**src/rtl/i2c_master_arbiter.sv**
```systemverilog
// Round-robin sequencer sharing one i2c_master among G_NB_REQ requesters: load TX FIFO, start, wait busy, drain RX FIFO.
// Command fields follow the grant by one cycle; TX loading stalls on fifo_full, RX drain waits on fifo_empty.
module i2c_master_arbiter #(
    parameter int G_NB_REQ        = 2,
    parameter int G_NB_DATA       = 16,
    parameter int G_START_TIMEOUT = 1024,
    localparam int NBW            = $clog2(G_NB_DATA) + 1
) (
    input  logic                    clk_sys,
    input  logic                    rst_sys,
    input  logic [G_NB_REQ-1:0]     req,
    input  logic [G_NB_REQ-1:0]     rw,
    input  logic [7*G_NB_REQ-1:0]   chip_addr,
    input  logic [NBW*G_NB_REQ-1:0] nb_data,
    input  logic [8*G_NB_REQ-1:0]   wdata,
    output logic [G_NB_REQ-1:0]     wdata_pop,
    output logic [7:0]              rdata,
    output logic [G_NB_REQ-1:0]     rdata_valid,
    output logic [G_NB_REQ-1:0]     done,
    output logic                    error,
    output logic                    m_start,
    output logic                    m_rw,
    output logic [6:0]              m_chip_addr,
    output logic [NBW-1:0]          m_nb_data,
    output logic                    m_wr_en_fifo_tx,
    output logic [7:0]              m_wdata_fifo_tx,
    input  logic                    m_fifo_full_fifo_tx,
    output logic                    m_rd_en_fifo_rx,
    input  logic [7:0]              m_rdata_fifo_rx,
    input  logic                    m_fifo_empty_fifo_rx,
    input  logic                    m_sack_error,
    input  logic                    m_busy
);

    localparam int IW = (G_NB_REQ > 1) ? $clog2(G_NB_REQ) : 1;
    localparam int TW = $clog2(G_START_TIMEOUT + 1);
    localparam logic [NBW-1:0] NB_MAX  = NBW'(G_NB_DATA);
    localparam logic [TW-1:0]  TO_LAST = TW'(G_START_TIMEOUT - 1);

    typedef enum logic [2:0] {
        S_IDLE, S_LOAD, S_START, S_WAIT_H, S_WAIT_L, S_DRAIN, S_DONE
    } state_t;

    state_t         state_q, state_d;
    logic [IW-1:0]  ptr_q, ptr_d, win_q, win_d;
    logic           rw_q, rw_d;
    logic [6:0]     addr_q, addr_d;
    logic [NBW-1:0] nb_q, nb_d, cnt_q, cnt_d, ret_q, ret_d;
    logic [TW-1:0]  to_q, to_d;
    logic           err_q, err_d;
    logic           rvld_q, rvld_d;

    logic [6:0]     addr_a [G_NB_REQ];
    logic [NBW-1:0] nb_a   [G_NB_REQ];
    logic [7:0]     wd_a   [G_NB_REQ];

    for (genvar g = 0; g < G_NB_REQ; g++) begin : g_unpack
        assign addr_a[g] = chip_addr[g*7 +: 7];
        assign nb_a[g]   = nb_data[g*NBW +: NBW];
        assign wd_a[g]   = wdata[g*8 +: 8];
    end

    // Search starts just after the last winner so every requester gets a turn.
    logic           grant_vld;
    logic [IW-1:0]  grant_idx, cand;
    logic [NBW-1:0] nb_sel;

    always_comb begin
        grant_vld = 1'b0;
        grant_idx = '0;
        cand      = '0;
        for (int i = 1; i <= G_NB_REQ; i++) begin
            cand = IW'((int'(ptr_q) + i) % G_NB_REQ);
            if (!grant_vld && req[cand]) begin
                grant_vld = 1'b1;
                grant_idx = cand;
            end
        end
        nb_sel = (nb_a[grant_idx] > NB_MAX) ? NB_MAX : nb_a[grant_idx];
    end

    always_comb begin
        state_d = state_q;
        ptr_d   = ptr_q;
        win_d   = win_q;
        rw_d    = rw_q;
        addr_d  = addr_q;
        nb_d    = nb_q;
        cnt_d   = cnt_q;
        ret_d   = ret_q;
        to_d    = to_q;
        err_d   = err_q;
        rvld_d  = 1'b0;
        wdata_pop       = '0;
        rdata_valid     = '0;
        done            = '0;
        error           = 1'b0;
        m_start         = 1'b0;
        m_wr_en_fifo_tx = 1'b0;
        m_wdata_fifo_tx = '0;
        m_rd_en_fifo_rx = 1'b0;
        if (rvld_q) begin
            rdata_valid[win_q] = 1'b1;
        end
        case (state_q)
            S_IDLE: begin
                if (grant_vld) begin
                    ptr_d   = grant_idx;
                    win_d   = grant_idx;
                    rw_d    = rw[grant_idx];
                    addr_d  = addr_a[grant_idx];
                    nb_d    = nb_sel;
                    cnt_d   = '0;
                    ret_d   = '0;
                    err_d   = 1'b0;
                    state_d = (!rw[grant_idx] && nb_sel != '0) ? S_LOAD : S_START;
                end
            end
            S_LOAD: begin
                if (!m_fifo_full_fifo_tx) begin
                    m_wr_en_fifo_tx  = 1'b1;
                    m_wdata_fifo_tx  = wd_a[win_q];
                    wdata_pop[win_q] = 1'b1;
                    cnt_d            = cnt_q + NBW'(1);
                    if (cnt_d == nb_q) begin
                        state_d = S_START;
                    end
                end
            end
            S_START: begin
                m_start = 1'b1;
                to_d    = '0;
                state_d = S_WAIT_H;
            end
            S_WAIT_H: begin
                if (m_busy) begin
                    state_d = S_WAIT_L;
                end else begin
                    to_d = to_q + TW'(1);
                    if (to_d == TO_LAST) begin
                        err_d   = 1'b1;
                        state_d = S_DONE;
                    end
                end
            end
            S_WAIT_L: begin
                if (!m_busy) begin
                    err_d   = m_sack_error;
                    cnt_d   = '0;
                    ret_d   = '0;
                    state_d = S_DRAIN;
                end
            end
            S_DRAIN: begin
                if (err_q) begin
                    // Failed transfer: discard whatever the master left behind.
                    if (m_fifo_empty_fifo_rx) begin
                        state_d = S_DONE;
                    end else begin
                        m_rd_en_fifo_rx = 1'b1;
                    end
                end else if (!rw_q || nb_q == '0) begin
                    state_d = S_DONE;
                end else begin
                    if (!m_fifo_empty_fifo_rx && cnt_q < nb_q) begin
                        m_rd_en_fifo_rx = 1'b1;
                        rvld_d          = 1'b1;
                        cnt_d           = cnt_q + NBW'(1);
                    end
                    if (rvld_q) begin
                        ret_d = ret_q + NBW'(1);
                    end
                    if (ret_d == nb_q) begin
                        state_d = S_DONE;
                    end
                end
            end
            S_DONE: begin
                done[win_q] = 1'b1;
                error       = err_q;
                state_d     = S_IDLE;
            end
            default: state_d = S_IDLE;
        endcase
    end

    assign rdata       = rvld_q ? m_rdata_fifo_rx : 8'h00;
    assign m_rw        = (state_q != S_IDLE) ? rw_q : 1'b0;
    assign m_chip_addr = (state_q != S_IDLE) ? addr_q : 7'h00;
    assign m_nb_data   = (state_q != S_IDLE) ? nb_q : '0;

    always_ff @(posedge clk_sys or posedge rst_sys) begin
        if (rst_sys) begin
            state_q <= S_IDLE;
            ptr_q   <= IW'(G_NB_REQ - 1);
            win_q   <= '0;
            rw_q    <= 1'b0;
            addr_q  <= '0;
            nb_q    <= '0;
            cnt_q   <= '0;
            ret_q   <= '0;
            to_q    <= '0;
            err_q   <= 1'b0;
            rvld_q  <= 1'b0;
        end else begin
            state_q <= state_d;
            ptr_q   <= ptr_d;
            win_q   <= win_d;
            rw_q    <= rw_d;
            addr_q  <= addr_d;
            nb_q    <= nb_d;
            cnt_q   <= cnt_d;
            ret_q   <= ret_d;
            to_q    <= to_d;
            err_q   <= err_d;
            rvld_q  <= rvld_d;
        end
    end

endmodule

```
**config.mk**
```make
export PLATFORM = sky130hd
export DESIGN_NAME = i2c_master_arbiter
export DESIGN_NICKNAME = d
export VERILOG_FILES = /design/src/rtl/i2c_master_arbiter.sv
export SDC_FILE = /design/constraint.sdc
export NUM_CORES = 1
export LEC_CHECK = 0
export CAP_MARGIN = 20
export CORE_AREA = 2 2 71 141
export DETAILED_ROUTE_END_ITERATION = 12
export DIE_AREA = 0 0 73 143
export GPL_ROUTABILITY_DRIVEN = 0
export PLACE_DENSITY_LB_ADDON = 0.08
export SLEW_MARGIN = 0
export SYNTH_ARGS = -nofsm -noshare
export SYNTH_HDL_FRONTEND = slang
export SYNTH_SLANG_ARGS = --single-unit
```
**constraint.sdc**
```tcl
create_clock -name clk_sys -period 4.1 [get_ports clk_sys]
set_clock_uncertainty 0.15 [all_clocks]
set_input_delay 0.615 -clock clk_sys [delete_from_list [all_inputs] [get_ports clk_sys]]
set_output_delay 0.615 -clock clk_sys [all_outputs]
set_load 0.02 [all_outputs]
```
==> results.yml <==
outcome:
  outcome: "finished clean"
synthesis:
  synth_edf_count: 0
  syn_nets: 417
  synth_compound_area_share_pct: 20.4
  syn_area_per_cell_um2: 8.41
  ys_async_sr_fraction_pct: 100
  syn_area_um2: 2940
  synth_seq_area_share_pct: 34.9
  synth_top_flop_cell: "dfrtp_1"
  synth_cells: 350
  synth_xor_area_share_pct: 5.95
  synth.ff_latch_count: 41
  yosysUniqueCellTypes: 51
  synth_mux_area_share_pct: 7.19
  ys.warnings.count: 0
  synthAdderAreaFrac_pct: 3.83
  synth_top_family_by_area: "simple AND/OR/NAND/NOR gates"
  yosys.area_share.simple_pct: 23.0
drt:
  wl_met3_um: 219
  drt-vias-per-instance: 5.24
  drtIter0Drc: 149
  ant_nets: 0
  drt-met1-wl_um: 3400
  routed.top_layer: "met4"
  wl_met2_um: 5240
  route.detailed.drc: 0
  first_pass_iters: 4
  via_count: 2830
  wire_per_inst_um: 16.8
  postRouteWirelength_um: 9080
pwr:
  power_uw: 2290
  swShare_pct: 41.9
  vdd.ir_drop.worst_uv: 302
  p_leak_uw: 0.00176
  combPwrFrac_pct: 49.9
  clkPwrFrac_pct: 20.9
  p_int_uw: 1330
  power_density_nw_per_um2: 550
  switchingPower_uw: 959
  p_seq_share_pct: 29.2
timing:
  fin_crit_sh_pct: 86.0
  final.setup.tns_ps: 0
  slew_viol_final: 0
  fmax_ghz: 0.284
  worstMarginPinSlew_ps: 956
  finalHoldViolations: 0
  setup_viol: 0
  fin_crit_ps: 3530
  slew_headroom_pct: 36.3
  rsz0062_at_grt: "false"
  worst_slack_ps: 573
global_route:
  grt_pass1_wl_um: 14700
  grt_max_degree: 42
  gr-total-overflow: 0
  antenna_found_initial: 0
  first_global_vias: 2877
  grt_use_total_pct: 18.3
floorplan:
  core_area_um2: 9320
  core.rowCount: 50
  die_x_um: 73
  initial_core_util_pct: 31.6
  io_pins: 97
  fp.dieH_um: 143
  die_area_um2: 10400
critical_path:
  cp.depth: 8
  crit_buf_inv: 2
  crit_family: "buffers and inverters"
  cp_max_fo: 6
  required_ps: 3340
  crit_type: "register to output port"
  cp.arrival_ps: 2760
  endpoint_kind: "output port"
  critPathLaunchType: "register"
  r2r_cells: 6
  critical_path.max_stage_delay_ps: 620
  cp_common_cell: "a21oi_1"
  slowest_stage: "clkdlybuf4s50_1"
  path_cells: "inv_1, ha_1, nor2b_1, o21ai_0, a21oi_1, or4_1, a21oi_1, clkdlybuf4s50_1"
clock_tree:
  cts_tree: "yes"
  post-cts-setup-buffers: 0
  clkTransAtPathRegs_ps: 60
  clock_latency_ps: 290
  cts_hold_buf: 0
  cts_max_path_buffers: 2
  cts_inserted_buffers: 5
  cts_root_buf: "clkbuf_16"
  cts-resized-gates: 0
  ctsHtreeMaxLevel: 2
  numClockSinks: 41
cells_and_area:
  seq_area_um2: 1030
  antenna_cells: 0
  syn_to_final_growth_pct: 41.2
  drive_gt1_share_pct: 5.28
  multi_input_area_um2: 1780
  nets: 502
  fillers: 937
  layout_common_cells: "96 x clkdlybuf4s50_1, 40 x dfrtp_1, 33 x o21ai_0"
  final_common_cell: "clkdlybuf4s50_1"
job:
  maxCapViolations: 0
worst_hold_path:
  hold_class: "register to register"
  hold_depth: 2
placement:
  place_hpwl_um: 6960
  place_ws_ps: 871
  io_buffers: 96
-- tightest hold or removal path: cells and delay by family (launching register included) --
kind | cells | cell delay (ps)
compound gates | 1 | 60
flops | 1 | 330
simple gates | 1 | 40
-- per-layer routing --
layer  global-route usage (%)  up-vias
met5                        0        -
met4                     7.50        0
met3                     2.82       17
met2                     34.2       40
met1                     19.6     1353
li1                         -     1420
-- worst paths after layout --
path / start / end / slack [ps]
max: nb_q[1]$_DFFE_PP0P_ / m_rd_en_fifo_rx / 570
min: addr_q[6]$_DFFE_PP0P_ / addr_q[6]$_DFFE_PP0P_ / 320
max reg2reg: state_q[2]$_DFFE_PP0P_ / cnt_q[2]$_DFFE_PP0P_ / 1610
min reg2reg: addr_q[6]$_DFFE_PP0P_ / addr_q[6]$_DFFE_PP0P_ / 320
max in group asynchronous: rst_sys / to_q[6]$_DFFE_PP0P_ / 2790
min in group asynchronous: rst_sys / addr_q[2]$_DFFE_PP0P_ / 610
-- registers in the layout, summed over array words and instances, names as in the netlist --
name,count
ptr_q,1
ret_q,5
win_q,1
cnt_q,5
state_q,3
err_q,1
nb_q,5
rw_q,1
rvld_q,1
addr_q,7
to_q,11
-- cells in the mapped netlist (all sizes together), types with 2 or more instances --
cell type / n / area [µm²]
a21boi: 2 / 15.0
a21o: 2 / 15.0
a21oi: 15 / 75.1
a31oi: 6 / 37.5
a32o: 2 / 20.0
and2: 13 / 81.3
and3: 4 / 25.0
and4: 3 / 26.3
buf: 5 / 26.3
clkbuf: 16 / 60.1
dfrtp: 40 / 1000
ha: 9 / 113
inv: 14 / 52.6
mux2i: 20 / 200
nand2: 29 / 109
nand2b: 3 / 18.8
nand3: 12 / 60.1
nand4: 5 / 31.3
nor2: 29 / 109
nor2b: 15 / 93.8
nor3: 6 / 30.0
nor4b: 2 / 17.5
o21ai: 35 / 179
o31ai: 19 / 143
or2: 2 / 12.5
or3: 4 / 30.0
or4: 3 / 26.3
xnor2: 8 / 70.1
xor2: 12 / 105
-- final cells by class --
type	count	area share [%]
Clock buffer	6	3.34
Inverter	14	1.27
Clock inverter	2	0.904
Timing Repair Buffer	99	23.7
Multi-Input combinational cell	274	43.0
Sequential cell	41	24.7
Tap cell	104	3.13
-- power by group through the flow --
stage               registers [µW]  logic [µW]  clock network, µW
floorplan                      585         795                  0
global placement               674        1150                  0
detailed placement             676        1150                  0
CTS                            668        1160                489
global route                   692        1270                507
finish                         668        1140                477
-- cells by family after synthesis --
| group | count (synthesis) |
|---|---|
| muxes | 21 |
| DFF | 41 |
| buffers and inverters | 35 |
| adders and majority gates | 9 |
| AOI/OAI and AO/OA | 93 |
| xor gates and xnor gates | 20 |
| and+or+nand+nor | 131 |
-- through the flow --
step	area (µm²)	util (%)	hold WS (ps)	std cells
6_report	4150	44.6	321	540
5_1_grt	4150	44.6	365	540
4_1_cts	4150	44.6	327	540
3_5_place_dp	3980	42.7	313	532
3_3_place_gp	3980	42.7	304	532
2_1_floorplan	2940	-	292	350
Note: power is estimated with default switching activity, not from simulation.
